File: src/rtl/execute_muldiv.sv
// Iterative RV M-extension execute unit: shift-add multiply and restoring divide, one bit per cycle.
// Define EXECUTE_MULDIV_DIV_EN to build the divider; without it ops 1xx complete at once with out_illegal=1.
module execute_muldiv #(
    parameter int XLEN       = 32,
    parameter int REG_ADDR_W = 5
) (
    input  logic                  clk,
    input  logic                  rst_n,
    input  logic                  flush,
    input  logic                  in_valid,
    output logic                  in_ready,
    input  logic [2:0]            in_op,
    input  logic [REG_ADDR_W-1:0] in_rs1_addr,
    input  logic [REG_ADDR_W-1:0] in_rs2_addr,
    input  logic [XLEN-1:0]       in_rs1_value,
    input  logic [XLEN-1:0]       in_rs2_value,
    input  logic [REG_ADDR_W-1:0] in_rd,
    input  logic                  fwd_ex_we,
    input  logic [REG_ADDR_W-1:0] fwd_ex_rd,
    input  logic [XLEN-1:0]       fwd_ex_data,
    input  logic                  fwd_wb_we,
    input  logic [REG_ADDR_W-1:0] fwd_wb_rd,
    input  logic [XLEN-1:0]       fwd_wb_data,
    output logic                  out_valid,
    input  logic                  out_ready,
    output logic [REG_ADDR_W-1:0] out_rd,
    output logic [XLEN-1:0]       out_result,
    output logic                  out_div_zero,
    output logic                  out_illegal,
    output logic                  busy
);
    localparam int CW = $clog2(XLEN) + 1;

    typedef enum logic [1:0] {S_IDLE, S_CALC, S_FIX, S_DONE} state_t;

    state_t                  state_q, state_d;
    logic [2:0]              op_q, op_d;
    logic [REG_ADDR_W-1:0]   rd_q, rd_d;
    logic [XLEN-1:0]         opa_q, opa_d;
    logic [2*XLEN-1:0]       acc_q, acc_d;
    logic                    neg_q, neg_d;
    logic                    spec_q, spec_d;
    logic                    dz_q, dz_d;
    logic [CW-1:0]           cnt_q, cnt_d;
    logic [XLEN-1:0]         res_q, res_d;

    function automatic logic [XLEN-1:0] fwd_sel(
        input logic [REG_ADDR_W-1:0] addr,
        input logic [XLEN-1:0]       bank,
        input logic                  ex_we,
        input logic [REG_ADDR_W-1:0] ex_rd,
        input logic [XLEN-1:0]       ex_data,
        input logic                  wb_we,
        input logic [REG_ADDR_W-1:0] wb_rd,
        input logic [XLEN-1:0]       wb_data
    );
        if (ex_we && (ex_rd != '0) && (ex_rd == addr)) return ex_data;
        if (wb_we && (wb_rd != '0) && (wb_rd == addr)) return wb_data;
        return bank;
    endfunction

    logic [XLEN-1:0] rs1_v, rs2_v, mag1, mag2;
    logic            sgn1, sgn2;

    assign rs1_v = fwd_sel(in_rs1_addr, in_rs1_value, fwd_ex_we, fwd_ex_rd, fwd_ex_data,
                           fwd_wb_we, fwd_wb_rd, fwd_wb_data);
    assign rs2_v = fwd_sel(in_rs2_addr, in_rs2_value, fwd_ex_we, fwd_ex_rd, fwd_ex_data,
                           fwd_wb_we, fwd_wb_rd, fwd_wb_data);
    // rs1 is signed for MULH, MULHSU, DIV, REM; rs2 for MULH, DIV, REM
    assign sgn1 = rs1_v[XLEN-1] & ((in_op == 3'b001) | (in_op == 3'b010) |
                                   (in_op == 3'b100) | (in_op == 3'b110));
    assign sgn2 = rs2_v[XLEN-1] & ((in_op == 3'b001) | (in_op == 3'b100) | (in_op == 3'b110));
    assign mag1 = sgn1 ? -rs1_v : rs1_v;
    assign mag2 = sgn2 ? -rs2_v : rs2_v;

    logic            spec_hit, spec_dz;
    logic [XLEN-1:0] spec_res;

`ifdef EXECUTE_MULDIV_DIV_EN
    localparam logic [XLEN-1:0] MIN_V = {1'b1, {(XLEN-1){1'b0}}};

    always_comb begin
        spec_hit = 1'b0;
        spec_dz  = 1'b0;
        spec_res = '0;
        if (in_op[2] && (rs2_v == '0)) begin
            spec_hit = 1'b1;
            spec_dz  = 1'b1;
            spec_res = in_op[1] ? rs1_v : '1;
        end else if (in_op[2] && !in_op[0] && (rs1_v == MIN_V) && (rs2_v == '1)) begin
            spec_hit = 1'b1;
            spec_res = in_op[1] ? '0 : MIN_V;
        end
    end
`else
    assign spec_hit = in_op[2];
    assign spec_dz  = 1'b0;
    assign spec_res = '0;
`endif

    // Multiply: accumulator high half adds the multiplicand, low half holds the shifting multiplier
    logic [XLEN:0]     mul_sum;
    logic [2*XLEN-1:0] mul_step, calc_step;

    assign mul_sum  = {1'b0, acc_q[2*XLEN-1:XLEN]} + (acc_q[0] ? {1'b0, opa_q} : '0);
    assign mul_step = {mul_sum, acc_q[XLEN-1:1]};

`ifdef EXECUTE_MULDIV_DIV_EN
    // Divide: high half is the partial remainder, low half shifts the dividend out and the quotient in
    logic [XLEN:0]     div_sh;
    logic              div_ge;
    logic [XLEN-1:0]   div_rem;
    logic [2*XLEN-1:0] div_step;

    assign div_sh    = {acc_q[2*XLEN-1:XLEN], acc_q[XLEN-1]};
    assign div_ge    = div_sh >= {1'b0, opa_q};
    assign div_rem   = div_ge ? XLEN'(div_sh - {1'b0, opa_q}) : div_sh[XLEN-1:0];
    assign div_step  = {div_rem, acc_q[XLEN-2:0], div_ge};
    assign calc_step = op_q[2] ? div_step : mul_step;
`else
    assign calc_step = mul_step;
`endif

    logic [2*XLEN-1:0] prod_fix;
    logic [XLEN-1:0]   fix_res;

    assign prod_fix = neg_q ? -acc_q : acc_q;

    always_comb begin
        fix_res = (op_q[1:0] == 2'b00) ? prod_fix[XLEN-1:0] : prod_fix[2*XLEN-1:XLEN];
`ifdef EXECUTE_MULDIV_DIV_EN
        if (op_q[2]) begin
            if (op_q[1]) fix_res = neg_q ? -acc_q[2*XLEN-1:XLEN] : acc_q[2*XLEN-1:XLEN];
            else         fix_res = neg_q ? -acc_q[XLEN-1:0] : acc_q[XLEN-1:0];
        end
`endif
    end

    always_comb begin
        state_d = state_q;
        op_d    = op_q;
        rd_d    = rd_q;
        opa_d   = opa_q;
        acc_d   = acc_q;
        neg_d   = neg_q;
        spec_d  = spec_q;
        dz_d    = dz_q;
        cnt_d   = cnt_q;
        res_d   = res_q;
        case (state_q)
            S_IDLE: begin
                if (in_valid && !flush) begin
                    state_d = S_CALC;
                    op_d    = in_op;
                    rd_d    = in_rd;
                    cnt_d   = '0;
                    spec_d  = spec_hit;
                    dz_d    = spec_dz;
                    neg_d   = (in_op[2] && in_op[1]) ? sgn1 : (sgn1 ^ sgn2);
                    if (spec_hit) begin
                        opa_d = '0;
                        acc_d = {{XLEN{1'b0}}, spec_res};
                    end else if (in_op[2]) begin
                        opa_d = mag2;
                        acc_d = {{XLEN{1'b0}}, mag1};
                    end else begin
                        opa_d = mag1;
                        acc_d = {{XLEN{1'b0}}, mag2};
                    end
                end
            end
            S_CALC: begin
                // Special cases parked their result in the accumulator at accept
                if (spec_q) begin
                    state_d = S_DONE;
                    res_d   = acc_q[XLEN-1:0];
                end else begin
                    acc_d = calc_step;
                    cnt_d = cnt_q + CW'(1);
                    if (cnt_q == CW'(XLEN - 1)) state_d = S_FIX;
                end
            end
            S_FIX: begin
                state_d = S_DONE;
                res_d   = fix_res;
            end
            S_DONE: begin
                if (out_ready) state_d = S_IDLE;
            end
            default: state_d = S_IDLE;
        endcase
        if (flush) state_d = S_IDLE;
    end

    always_ff @(posedge clk or negedge rst_n) begin
        if (!rst_n) begin
            state_q <= S_IDLE;
            op_q    <= '0;
            rd_q    <= '0;
            opa_q   <= '0;
            acc_q   <= '0;
            neg_q   <= 1'b0;
            spec_q  <= 1'b0;
            dz_q    <= 1'b0;
            cnt_q   <= '0;
            res_q   <= '0;
        end else begin
            state_q <= state_d;
            op_q    <= op_d;
            rd_q    <= rd_d;
            opa_q   <= opa_d;
            acc_q   <= acc_d;
            neg_q   <= neg_d;
            spec_q  <= spec_d;
            dz_q    <= dz_d;
            cnt_q   <= cnt_d;
            res_q   <= res_d;
        end
    end

    assign in_ready     = (state_q == S_IDLE);
    assign busy         = (state_q != S_IDLE);
    assign out_valid    = (state_q == S_DONE);
    assign out_rd       = rd_q;
    assign out_result   = res_q;
    assign out_div_zero = out_valid & dz_q;
`ifdef EXECUTE_MULDIV_DIV_EN
    assign out_illegal  = 1'b0;
`else
    assign out_illegal  = out_valid & op_q[2];
`endif

endmodule

File: config.mk
export PLATFORM = sky130hd
export DESIGN_NAME = execute_muldiv
export DESIGN_NICKNAME = d
export VERILOG_FILES = /design/src/rtl/execute_muldiv.sv
export SDC_FILE = /design/constraint.sdc
export NUM_CORES = 1
export LEC_CHECK = 0
export BUFFER_PORTS_ARGS = -buffer_cell sky130_fd_sc_hd__buf_2
export CAP_MARGIN = 20
export CORE_UTILIZATION = 38
export DETAILED_ROUTE_END_ITERATION = 6
export PLACE_DENSITY = 0.54
export SETUP_SLACK_MARGIN = 0.1
export SYNTH_ARGS = -nofsm -noshare
export SYNTH_HDL_FRONTEND = slang
export SYNTH_SLANG_ARGS = --single-unit
File: constraint.sdc
create_clock -name clk -period 5.1 [get_ports clk]
set_input_delay 0.51 -clock clk [delete_from_list [all_inputs] [get_ports clk]]
set_output_delay 0.51 -clock clk [all_outputs]
set_load 0.03 [all_outputs]
---- Yosys cells after proc, flatten, opt, wreduce, memory -nomap -nowiden ----
Index checks and enable logic that the tools add are counted.
W data, S select, Z words.
storage, ports and cells
  flip-flop bits (word level) ............. 146
  input bits .............................. 163
  output and inout port bits .............. 42
cells by class
  add/subtract/negate cells ............... 5
  mux-type cells .......................... 36
  bitwise gates (word level) .............. 9
  equality and inequality tests ........... 18
  reductions and logical operators ........ 20
operator list
  kind                   number
  $mux W32               15
  $mux W64               3
  $pmux W64 S2           1
  $neg A32 Y32           2
  $neg A64 Y64           1
  $pmux W32 S2           1
  $add A32 B32 Y33       1
  $eq A5 B5 Y1           4
  $mux W6                2
  $pmux W6 S2            1
  $mux W2                5
  $reduce_bool A5 Y1     2
  $logic_and A1 B1 Y1    8
  $pmux W2 S4            1
  $mux W1                7
  $add A6 B1 Y6 const B  1
  $eq A3 B3 Y1 const B   2
  $eq A6 B5 Y1 const B   1
  $ne A3 B2 Y1 const B   2
  $reduce_and A3 Y1      2
  $reduce_bool A2 Y1     3
  $or A1 B1 Y1           5
  $eq A2 B2 Y1 const B   2
  $logic_not A2 Y1       2
  other kinds (10)       14

---- Longest topological paths before layout ----
Gate-level depths: netlist of the first run.
  depth after elaboration ................. 12
  gate-level depth with buffers ........... 18
  depth with buffers taken out ............ 14

---- Least setup slack after synthesis of the first run ----
OpenSTA, ideal clock, no wires.
  path type ............................... input to register
  start ................................... input port fwd_ex_rd[1]
  end ..................................... register acc_q[30]
  stages on the path ...................... 16
  arrival ................................. 3863 ps
  path slack .............................. 1102 ps
  library setup time ...................... 135 ps
  required time ........................... 4965 ps
  cells stage by stage .................... or4_4 o21ai_4 or3_1 buf_2 clkbuf_1 clkbuf_1 buf_1 o21ai_0 ha_1 nor4b_1 a41o_1 and3_1 and3_1 a31oi_1 xnor2_1 o21ai_0
between the ends
  longest elaborated chain between the ends .. 10
  elaborated cells on any way between the ends .. 12
ends and longest elaborated chain
  element                                               line    RTL
  from (decl)                                           19      input logic [REG_ADDR_W-1:0] fwd_ex_rd,
  $reduce_bool A5 Y1                                    57      if (ex_we && (ex_rd != '0) && (ex_rd == addr)) return ex_data;
  $logic_and A1 B1 Y1                                   57
  $logic_and A1 B1 Y1 *                                 57
  $mux W1 *                                             57
  $mux W32 *                                            58      if (wb_we && (wb_rd != '0) && (wb_rd == addr)) return wb_data;
  $neg A32 Y32 / $and A1 B1 Y1 (equally long branches)  74, 72
  $mux W32 *                                            74      assign mag2 = sgn2 ? -rs2_v : rs2_v;
  $mux W32 *                                            160     if (spec_hit) begin
  $mux W64 *                                            152     if (in_valid && !flush) begin
  $pmux W64 S2 *                                        150     case (state_q)
  to (signal assigned)                                  201     acc_q <= '0;
  to (signal assigned)                                  212     acc_q <= acc_d;
  to (decl)                                             40      logic [2*XLEN-1:0] acc_q, acc_d;
Mark *: on every way between the ends. The rest lies on a longest branch, timed or not. The select of a mux whose other input is x is not followed.
A chain may end at the register's enable or synchronous reset.

---- Final worst setup path of the first run ----
  start ................................... register acc_q[0]
  end ..................................... register acc_q[58]
between the ends
  longest elaborated chain between the ends .. 4
ends and longest elaborated chain
  element           line  RTL
  $mux W32          105   assign mul_sum = {1'b0, acc_q[2*XLEN-1:XLEN]} + (acc_q[0] ? {1'b0, opa_q} : '0);
  $add A32 B32 Y33  105
  $mux W64          174   if (spec_q) begin
  $pmux W64 S2      150
Every way passes these cells. The select of a mux whose other input is x is not followed.

==> impl_metrics.py, run 1 <==
metrics = {
    "setup_path": {
        "cp_slowest_stage_delay_ns": 0.53,
        "worstPathArrival_ns": 4.40,
        "cp-start-kind": "flop",
        "path_cells": "buf_4, and2_1, ha_1, or4b_1, o22a_1, a211oi_1, o211ai_1, a221oi_1, o21ai_1, o21a_1, or3_1, a32o_1",
        "cp-end-kind": "flop",
        "cp_top_family": "compound AO/OA/AOI/OAI gates",
        "rr_worst_depth": 12,
        "required_ns": 5.42,
        "cp_slowest_cell": "or4b_1",
        "critPathBufInv": 1,
        "criticalPathCategory": "flop to flop",
        "path_max_fanout": 24,
        "crit_cells": 12,
    },
    "floorplan": {
        "core_area_um2": 33600,
        "rows": 67,
        "die_area_um2": 35100,
        "die_w_um": 187,
        "start_util": 0.388,
        "num_io_pins": 205,
        "dieHeight_um": 187,
    },
    "cells_and_area": {
        "regArea_um2": 3630,
        "final_nets": 2082,
        "syn_to_final_growth_pct": 15.7,
        "fin_util": 0.449,
        "multi_input_area_um2": 8850,
        "num_antenna_cells": 0,
        "drive_gt1_frac": 0.172,
        "fill_cells": 3484,
    },
    "drt": {
        "viasPerCell": 5.85,
        "num_vias": 13700,
        "wl_per_cell_um": 21.6,
        "first_pass_iters": 5,
        "antenna_left": 0,
        "drc": 0,
        "wl_um": 50400,
        "drtIter0Drc": 1178,
    },
    "synthesis": {
        "yosys_register_bits": 145,
        "ys_types": 77,
        "synth_edf_count": 0,
        "yosysWarnings": 0,
        "syn_nets": 1941,
        "synthFlopType": "dfrtp_1",
        "avgSynthCellArea_um2": 7.51,
        "synthArstFlopShare": 1.00,
        "syn_area_um2": 13000,
        "synth_cells": 1736,
        "synth-seq-area-share": 0.278,
    },
    "placement": {
        "gp_congestion": 0.984,
        "numPortBuffers": 203,
        "dp_hpwl_um": 39500,
    },
    "hold_path": {
        "worstHoldPathCells": 2,
        "hold_class": "primary input to flop",
    },
    "sta": {
        "relSlewSlack": 0.367,
        "setup_tns_ns": 0,
        "finalCriticalPeriod_ns": 4.07,
        "fin_crit_sh": 0.799,
        "final_hold_viol_count": 0,
        "fin_worst_skew_ns": 0.0126,
        "slew_violations": 0,
        "worst_pin_slew_ns": 0.945,
        "max_freq_mhz": 245,
        "rsz0062_at_grt": "false",
        "setup_viol": 0,
    },
    "grt": {
        "antenna_found_initial": 0,
        "grt_pass1_vias": 12900,
        "track_usage": 0.286,
        "grt_max_degree": 105,
        "grt_pass1_wl_um": 77900,
        "grt-ovfl-total": 0,
    },
    "pwr": {
        "cellLeakagePower_uw": 0.00653,
        "power_density_nw_per_um2": 465,
        "totalPowerFinal_uw": 7010,
        "peakVddDrop_mv": 0.268,
    },
    "clock_tree": {
        "clockBufferDepth": 2,
        "root_buffer": "clkbuf_16",
        "cts_buffers": 17,
        "cts.htree.levels": 4,
        "clk_latency_ns": 0.44,
        "path_clk_slew_ns": 0.06,
        "cts_sinks": 145,
        "cts_tree": "built",
    },
    "outcome": {
        "status": "completed",
    },
    "flow_run": {
        "drv_cap": 0,
    },
}
==> path summary, 6_finish.rpt <==
kind | startpoint | endpoint | slack (ns)
setup reg to reg | acc_q[0]$_DFFE_PN0P_ | acc_q[58]$_DFFE_PN0P_ | 1.03
hold / removal | flush | state_q[1]$_DFFE_PN0P_ | 0.27
min in group asynchronous | rst_n | acc_q[35]$_DFFE_PN0P_ | 0.46
hold reg to reg | opa_q[31]$_DFFE_PN0P_ | opa_q[31]$_DFFE_PN0P_ | 0.46
max in group asynchronous | rst_n | out_result[25]$_DFFE_PN0P_ | 3.83
setup / recovery | acc_q[0]$_DFFE_PN0P_ | acc_q[58]$_DFFE_PN0P_ | 1.03
==> registers in the layout (all words and copies together), names as in the netlist <==
register	cells
out_rd	5
neg_q	1
op_q	3
cnt_q	6
out_result	32
acc_q	64
state_q	2
opa_q	32
==> repair_timing <==
item,4_1_cts,5_1_grt
gates resized for setup,0,0
endpoints found under the hold margin,0,14
hold buffers,0,1
buffers inserted,0,0
==> worst reg2reg max path, stage by stage, from the launching register on <==
cell,delay [ns]
dfrtp_1,0.50
buf_4,0.25
and2_1,0.16
ha_1,0.20
or4b_1,0.53
o22a_1,0.24
a211oi_1,0.38
o211ai_1,0.18
a221oi_1,0.49
o21ai_1,0.25
o21a_1,0.22
or3_1,0.31
a32o_1,0.25
==> synthesized netlist by cell type (all sizes together), types with 14 or more instances <==
cell type | number | area [µm²]
nor3 | 42 | 220
a31oi | 63 | 394
and2 | 39 | 244
a21oi | 131 | 656
xor2 | 50 | 438
a21o | 18 | 135
inv | 31 | 116
nand2 | 239 | 897
ha | 41 | 513
o22ai | 23 | 144
or3 | 25 | 166
nor4 | 34 | 249
buf | 24 | 124
xnor2 | 87 | 762
clkbuf | 94 | 353
mux2i | 28 | 280
or2 | 14 | 87.6
o21ai | 170 | 870
dfrtp | 145 | 3630
o31ai | 46 | 350
nand4 | 28 | 175
and3 | 16 | 100
or4 | 21 | 173
nand3 | 24 | 125
nor2 | 156 | 586
==> cell families after synthesis <==
kind of cell,Yosys count,share of synthesized area
xor+xnor,137,0.0920
flops,145,0.278
compound gates,550,0.260
mux,39,0.0310
simple gates,673,0.252
other cells,1,0.000288
fa+ha+maj,42,0.0409
buf+inv,149,0.0455
==> placed cells by master, fill, tap and decap left out, types with 35 or more instances in the layout <==
| cell | n |
|---|---|
| nand2_1 | 239 |
| a21oi_1 | 131 |
| xor2_1 | 50 |
| buf_2 | 202 |
| o21ai_0 | 155 |
| and2_1 | 39 |
| xnor2_1 | 87 |
| ha_1 | 40 |
| dfrtp_1 | 144 |
| buf_4 | 35 |
| nor2_1 | 154 |
| nor3_1 | 39 |
| a31oi_1 | 63 |
| o31ai_1 | 45 |
==> cell type report <==
cell class | count | area share
sequential | 145 | 0.241
clock inverter | 13 | 0.0106
clock buffer | 18 | 0.0291
inverter | 31 | 0.00771
multi-input combinational | 1442 | 0.587
timing repair buffer | 240 | 0.0877
tap | 448 | 0.0372
==> power breakdown <==
group / switching [µW] / leakage (µW) / internal [µW]
combinational: 2190 / 0.00440 / 1260
sequential: 644 / 0.00184 / 1600
clock: 527 / 0.000293 / 781
total: 3360 / 0.00653 / 3650
==> metrics by stage <==
step	instances	setup slack (ns)	area [µm²]	hold slack (ns)
after floorplan	1736	1.10	13000	0.214
after global placement	2304	0.899	14400	0.443
after detailed placement	2304	0.886	14400	0.452
after CTS	2335	1.02	15000	0.258
after global routing	2337	0.708	15100	0.280
final	2337	1.03	15100	0.274
==> metal layers <==
layer / global-route usage / up-vias / share of wire
met2: 0.454 / 578 / 0.45
li1: - / 6607 / -
met5: 0 / - / 0
met1: 0.390 / 6395 / 0.45
met4: 0.111 / 0 / 0.035
met3: 0.0420 / 81 / 0.065
Power figures use the tool's default switching activity.
==> run 2: changes to the inputs <==
--- a/config.mk
+++ b/config.mk
@@ -5,6 +5,7 @@
 export SDC_FILE = /design/constraint.sdc
 export NUM_CORES = 1
 export LEC_CHECK = 0
+export ABC_AREA = 1
 export BUFFER_PORTS_ARGS = -buffer_cell sky130_fd_sc_hd__buf_2
 export CAP_MARGIN = 20
 export CORE_UTILIZATION = 38
==> constraint.sdc (replaced) <==
create_clock -name clk -period 4 [get_ports clk]
set_input_delay 0.4 -clock clk [delete_from_list [all_inputs] [get_ports clk]]
set_output_delay 0.4 -clock clk [all_outputs]
set_load 0.03 [all_outputs]
==> run 2 against run 1 <==
Compared with the run above:
- the run now ends with DRC left
- synthesized area up 12%
- first-iteration DRC count rose by 11%
- clock skew about the same
- register-to-register slack lost 0.38 ns
- cell count up 32%
- worst hold slack got worse by 0.27 ns
- routed wire length grew 21%
- clock power up 31%
- critical endpoint is now out_result[18]$_DFFE_PN0P_
- combinational power rose by 92%
- setup slack lost 0.38 ns
- critical path depth grew 1
- utilization shrank 0.90 points
==> impl_metrics.py, run 2 <==
metrics = {
    "setup_path": {
        "cp_slowest_stage_delay_ns": 0.50,
        "cp_top_family": "compound AO/OA/AOI/OAI gates",
        "r2r_slack_ns": 0.64,
        "cpMostUsedCell": "o21ai_0",
        "cp-end-kind": "flop",
        "cp-start-kind": "flop",
        "path_cells": "clkinv_2, ha_1, nand3_1, nor2_1, nand2_1, nor2_2, nand4_1, o21ai_1, o21ai_0, o21ai_0, a31oi_1, o21ai_0, nand2_1",
        "critPathBufInv": 1,
        "cp_slowest_cell": "o21ai_0",
        "required_ns": 4.36,
        "path_max_fanout": 10,
        "rr_startpoint": "acc_q[0]$_DFFE_PN0P_",
        "crit_cells": 13,
        "startpoint": "acc_q[0]$_DFFE_PN0P_",
        "rr_worst_depth": 13,
        "crit_end": "out_result[18]$_DFFE_PN0P_",
        "r2r-end": "out_result[18]$_DFFE_PN0P_",
        "criticalPathCategory": "flop to flop",
        "worstPathArrival_ns": 3.72,
    },
    "clock_tree": {
        "cts_sinks": 145,
        "cts.htree.levels": 4,
        "holdBufCountCts": 0,
        "cts_resized": 0,
        "root_buffer": "clkbuf_16",
        "cts_buffers": 17,
        "clockBufferDepth": 2,
        "cts_setup_buffers": 0,
        "cts_tree": "built",
        "clk_latency_ns": 0.48,
        "path_clk_slew_ns": 0.06,
    },
    "placement": {
        "numPortBuffers": 203,
        "placed_cell_area_um2": 16000,
        "gp_congestion": 0.966,
        "dp_hpwl_um": 49100,
    },
    "synthesis": {
        "yosys_register_bits": 145,
        "synth-seq-area-share": 0.249,
        "synth_cells": 2416,
        "post-synth-top-area-fraction": 0.249,
        "synthTopCellsByArea": "dfrtp_1, nand2_1, nand3_1, inv_1, a21oi_1",
        "avgSynthCellArea_um2": 6.03,
        "yosysMostFrequentCell": "nand2_1",
        "synthFlopType": "dfrtp_1",
        "ys_types": 65,
        "yosysWarnings": 0,
        "syn_area_um2": 14600,
        "yosys-top-cells-count": "nand2_1, inv_1, nand3_1, nor2_1, a21oi_1",
        "yosys.area.top_type": "dfrtp_1",
        "syn_nets": 2621,
        "synth_edf_count": 0,
        "synthArstFlopShare": 1.00,
    },
    "sta": {
        "rsz0062_at_grt": "false",
        "setup_viol": 0,
        "finalCriticalPeriod_ns": 3.36,
        "max_freq_mhz": 298,
        "setup_tns_ns": 0,
        "final_hold_viol_count": 0,
        "slew_violations": 0,
        "worst_pin_slew_ns": 0.932,
        "fin_crit_sh": 0.839,
        "relSlewSlack": 0.378,
        "fin_worst_skew_ns": 0.0128,
    },
    "flow_run": {
        "drv_cap": 0,
    },
    "drt": {
        "num_vias": 16800,
        "wl_um": 61100,
        "drtIter0Drc": 1303,
        "wl_per_cell_um": 19.7,
        "viasPerCell": 5.44,
        "antenna_left": 0,
        "drc": 1,
        "first_pass_iters": 7,
    },
    "grt": {
        "grt-ovfl-total": 0,
        "grt_max_degree": 89,
        "grt_pass1_wl_um": 93500,
        "antenna_found_initial": 1,
        "track_usage": 0.316,
        "grt_pass1_vias": 15600,
    },
    "floorplan": {
        "core_area_um2": 37700,
        "die_area_um2": 39100,
        "start_util": 0.387,
        "num_io_pins": 205,
        "rows": 71,
        "dieHeight_um": 198,
        "die_w_um": 198,
    },
    "cells_and_area": {
        "regArea_um2": 3630,
        "regMostFlops": "acc_q",
        "multi_input_area_um2": 9350,
        "final_nets": 2776,
        "design_area_um2": 16600,
        "mostFrequentLayoutCells": "nand2_1, inv_1, nand3_1",
        "final_common_cell": "nand2_1",
        "drive_gt1_frac": 0.139,
        "syn_to_final_growth_pct": 13.7,
        "largest_reg_flops": 64,
        "fill_cells": 4190,
        "num_antenna_cells": 0,
    },
    "pwr": {
        "cellLeakagePower_uw": 0.00864,
        "totalPowerFinal_uw": 11200,
        "peakVddDrop_mv": 0.398,
        "power_density_nw_per_um2": 679,
    },
    "outcome": {
        "violations": "DRC",
        "status": "finished with violations",
    },
    "hold_path": {
        "hold_class": "primary input to asynchronous set/reset pin",
    },
}
[run 2: cell count changes after synthesis, moves of 38 or more]
| cell | previous run | this run |
|---|---|---|
| clkbuf_1 | 94 | 44 |
| a31oi_1 | 63 | 12 |
| nand4_1 | 28 | 66 |
| nand2_1 | 239 | 724 |
| nand3_1 | 23 | 233 |
| nor2_1 | 156 | 219 |
| a21oi_1 | 131 | 176 |
| xnor2_1 | 87 | 9 |
| o31ai_1 | 45 | 3 |
| inv_1 | 30 | 263 |
[run 2: how the worst min path moves through the flow]
| stage | start | endpoint | slack [ns] | depth (start not counted) |
|---|---|---|---|---|
| 6_report | rst_n | out_result[23]$_DFFE_PN0P_ | 0.002 | 1 |
| 5_1_grt | rst_n | out_result[27]$_DFFE_PN0P_ | 0.08 | 1 |
| 4_1_cts | rst_n | out_result[23]$_DFFE_PN0P_ | 0.04 | 1 |
| 3_5_place_dp | out_rd[3]$_DFFE_PN0P_ | out_rd[3]$_DFFE_PN0P_ | 0.46 | 2 |
| 3_3_place_gp | out_rd[3]$_DFFE_PN0P_ | out_rd[3]$_DFFE_PN0P_ | 0.45 | 2 |
| 2_1_floorplan | rst_n | acc_q[0]$_DFFE_PN0P_ | 0.10 | 0 |
[run 2: final cells by class]
class / instances / area share
clock buffers: 19 / 0.0261
multi-input cells: 1892 / 0.565
inverters: 279 / 0.0635
repair buffers: 236 / 0.0774
clock inverters: 13 / 0.0105
flip-flops and latches: 145 / 0.219
well taps: 511 / 0.0386
[run 2: logic make-up (layout without fill, tap and decap cells)]
kind of cell | count (synthesis) | in the layout | share of synthesized area
AND/OR/NAND/NOR | 1345 | 1345 | 0.402
AO/OA/AOI/OAI | 475 | 475 | 0.185
buffers and inverters | 379 | 547 | 0.110
flip-flops | 145 | 145 | 0.249
adder cells (fa/ha/maj) | 42 | 42 | 0.0366
XOR/XNOR | 29 | 29 | 0.0174
other | 1 | 1 | 0.000257
[run 2: metrics by stage]
step                hold WS, ns  std cells   util  worst slack [ns]
floorplan                 0.104       2416      -              1.28
finish                  0.00189       3095  0.440             0.645
detailed placement        0.457       3063  0.424             0.447
global placement          0.450       3063  0.424             0.509
global route             0.0814       3095  0.440             0.466
CTS                      0.0381       3095  0.440             0.721
[run 2: per-layer routing]
layer  part of all wire  track usage  vias up
met5            0.00021            0        -
met4              0.033        0.124        2
met3              0.056       0.0419       96
met2               0.46        0.509      637
met1               0.46        0.427     7798
li1                   -            -     8304
[run 2: power by group]
| part | total [µW] | internal, µW | leakage (µW) | switching (µW) |
|---|---|---|---|---|
| Clock | 1720 | 993 | 0.000297 | 722 |
| Sequential | 2890 | 2120 | 0.00184 | 773 |
| Combinational | 6640 | 2000 | 0.00650 | 4640 |
==> run 3: changes to the inputs <==
--- a/config.mk
+++ b/config.mk
@@ -5,7 +5,7 @@
 export SDC_FILE = /design/constraint.sdc
 export NUM_CORES = 1
 export LEC_CHECK = 0
-export ABC_AREA = 1
+export ABC_AREA = 0
 export BUFFER_PORTS_ARGS = -buffer_cell sky130_fd_sc_hd__buf_2
 export CAP_MARGIN = 20
 export CORE_UTILIZATION = 38
==> constraint.sdc (replaced) <==
create_clock -name clk -period 3.1 [get_ports clk]
set_input_delay 0.31 -clock clk [delete_from_list [all_inputs] [get_ports clk]]
set_output_delay 0.31 -clock clk [all_outputs]
set_load 0.03 [all_outputs]
==> run 3 against run 2 <==
Compared with the run above:
- the run ends with setup timing left
- worst hold slack gained 0.075 ns
- final area grew 13%
- register-to-register slack lost 0.97 ns
- via count shrank 11%
- utilization grew 12 points
==> impl_metrics.py, run 3 (synthesis gave the netlist of run 1 again) <==
metrics = {
    "outcome": {
        "status": "finished with violations",
        "violations": "setup timing",
    },
    "drt": {
        "viasPerCell": 5.65,
        "antenna_left": 0,
        "drtIter0Drc": 1160,
        "drc": 0,
        "wl_met2_um": 26100,
        "drt-met1-wl_um": 24300,
        "wl_per_cell_um": 21.0,
        "route.met3.wl_um": 2890,
        "num_vias": 15000,
        "first_pass_iters": 5,
        "wl_um": 55900,
        "topRoutingLayerUsed": "met5",
    },
    "sta": {
        "setup_ws_ns": -0.330,
        "relSlewSlack": 0.182,
        "slew_violations": 0,
        "finalCriticalPeriod_ns": 3.43,
        "setup_viol": 22,
        "max_freq_mhz": 292,
        "rsz0062_at_grt": "true",
        "worst_pin_slew_ns": 1.23,
        "fin_crit_sh": 1.11,
        "fin_worst_skew_ns": 0.0125,
        "setup_tns_ns": -3.72,
        "timing.hold.ws_ns": 0.0770,
        "final_hold_viol_count": 0,
    },
    "floorplan": {
        "die_area_um2": 35100,
        "dieHeight_um": 187,
        "rows": 67,
        "num_io_pins": 205,
        "start_util": 0.388,
        "die_w_um": 187,
        "core_area_um2": 33600,
    },
    "setup_path": {
        "criticalPathCategory": "flop to flop",
        "startpoint": "acc_q[29]$_DFFE_PN0P_",
        "cp-end-kind": "flop",
        "worstPathArrival_ns": 3.74,
        "path_max_fanout": 4,
        "required_ns": 3.41,
        "r2r-end": "out_result[27]$_DFFE_PN0P_",
        "cp-start-kind": "flop",
        "rr_startpoint": "acc_q[29]$_DFFE_PN0P_",
        "rr_worst_depth": 10,
        "r2r_slack_ns": -0.33,
    },
    "hold_path": {
        "hold_class": "primary input to flop",
        "holdCritStartpoint": "flush",
        "holdPathEnd": "state_q[1]$_DFFE_PN0P_",
        "worstHoldPathCells": 2,
    },
    "placement": {
        "dp_hpwl_um": 45100,
        "gp_congestion": 0.988,
        "placed_cells": 2601,
        "place_ws_ns": -0.643,
        "numPortBuffers": 203,
    },
    "pwr": {
        "peakVddDrop_mv": 0.528,
        "swShare": 0.464,
        "clockPowerShare": 0.162,
        "p_sw_uw": 6250,
        "p_int_uw": 7220,
        "p_seq_frac": 0.244,
        "combPwrFrac": 0.595,
        "power_density_nw_per_um2": 717,
        "cellLeakagePower_uw": 0.00844,
    },
    "grt": {
        "grt_max_degree": 62,
        "grt-ovfl-total": 0,
        "grt_pass1_wl_um": 85200,
        "grt_pass1_vias": 14500,
        "antenna_found_initial": 2,
        "track_usage": 0.315,
    },
    "clock_tree": {
        "cts_buffers": 17,
        "cts.htree.levels": 4,
        "clockBufferDepth": 2,
        "cts_sinks": 145,
        "path_clk_slew_ns": 0.06,
        "clk_latency_ns": 0.44,
        "cts_tree": "built",
        "root_buffer": "clkbuf_16",
    },
    "cells_and_area": {
        "regMostFlops": "acc_q",
        "fin_util": 0.559,
        "fin_cells": 2661,
        "final_common_cell": "buf_4",
        "largest_reg_flops": 64,
        "mostFrequentLayoutCells": "buf_4, nand2_1, buf_2",
        "drive_gt1_frac": 0.366,
        "syn_to_final_growth_pct": 44.1,
        "num_antenna_cells": 0,
        "final_nets": 2406,
    },
    "flow_run": {
        "drv_cap": 0,
    },
}
==> run 3: changes by cell type in the layout (fill, tap and decap cells not counted), sizes merged, moves of 27 or more <==
cell   change
a31oi     +51
nand3    -219
xor2      +30
nand2    -502
nor2      -88
o31ai     +43
nor4      +27
nand4     -39
and2      +35
mux2i     +28
a21oi     -49
buf      +327
xnor2     +78
inv      -246
==> run 3: worst max-delay path: stages (launching register included) <==
cell and delay [ns]:
dfrtp_1 0.38, or4_4 0.54, or3_4 0.34, or3_4 0.34
or4_4 0.53, or2_4 0.28, o21ai_2 0.15, xor2_1 0.22
o32ai_2 0.11, a221oi_2 0.34, nor2_1 0.08
==> run 3: worst max-delay path by stage <==
stage	endpoint	slack, ns
after floorplan	opa_q[26]$_DFFE_PN0P_	-0.33
after global placement	acc_q[18]$_DFFE_PN0P_	-0.53
after detailed placement	acc_q[18]$_DFFE_PN0P_	-0.64
after CTS	acc_q[58]$_DFFE_PN0P_	-0.26
after global routing	out_result[23]$_DFFE_PN0P_	-0.43
final	out_result[27]$_DFFE_PN0P_	-0.33
==> run 3: metal layers <==
layer	vias up	GRT usage
met4	4	0.144
li1	7251	-
met2	569	0.516
met3	113	0.0411
met1	7098	0.411
met5	-	0
==> run 3: metrics by stage <==
stage               total power [µW]  instance area [µm²]
floorplan                       7560                13400
global placement               10500                17000
detailed placement             10600                17000
CTS                            13100                18100
global route                   14300                18800
finish                         13500                18800
==> run 3: final cells by class <==
class | instances | area (µm²)
timing repair buffer | 564 | 3910
sequential | 145 | 3630
fill | 3218 | 14800
multi-input combinational | 1442 | 9960
tap | 448 | 561
inverter | 31 | 119
clock inverter | 13 | 174
clock buffer | 18 | 439
==> run 3: power groups by stage <==
stage / Combinational, µW / Sequential, µW / Clock, µW
6_report: 8010 / 3280 / 2180
5_1_grt: 8650 / 3370 / 2280
4_1_cts: 7650 / 3270 / 2210
3_5_place_dp: 7320 / 3260 / 0
3_3_place_gp: 7290 / 3240 / 0
2_1_floorplan: 3940 / 3620 / 0
==> run 3: what timing repair did <==
| action | in CTS | in global routing |
|---|---|---|
| gates cloned | 0 | 0 |
| pin swaps | 56 | 86 |
| buffers inserted | 20 | 16 |
| endpoints found under the setup margin | 61 | 82 |
| endpoints found under the hold margin | 55 | 0 |
| hold buffers | 1 | 0 |
| resized for setup | 100 | 121 |
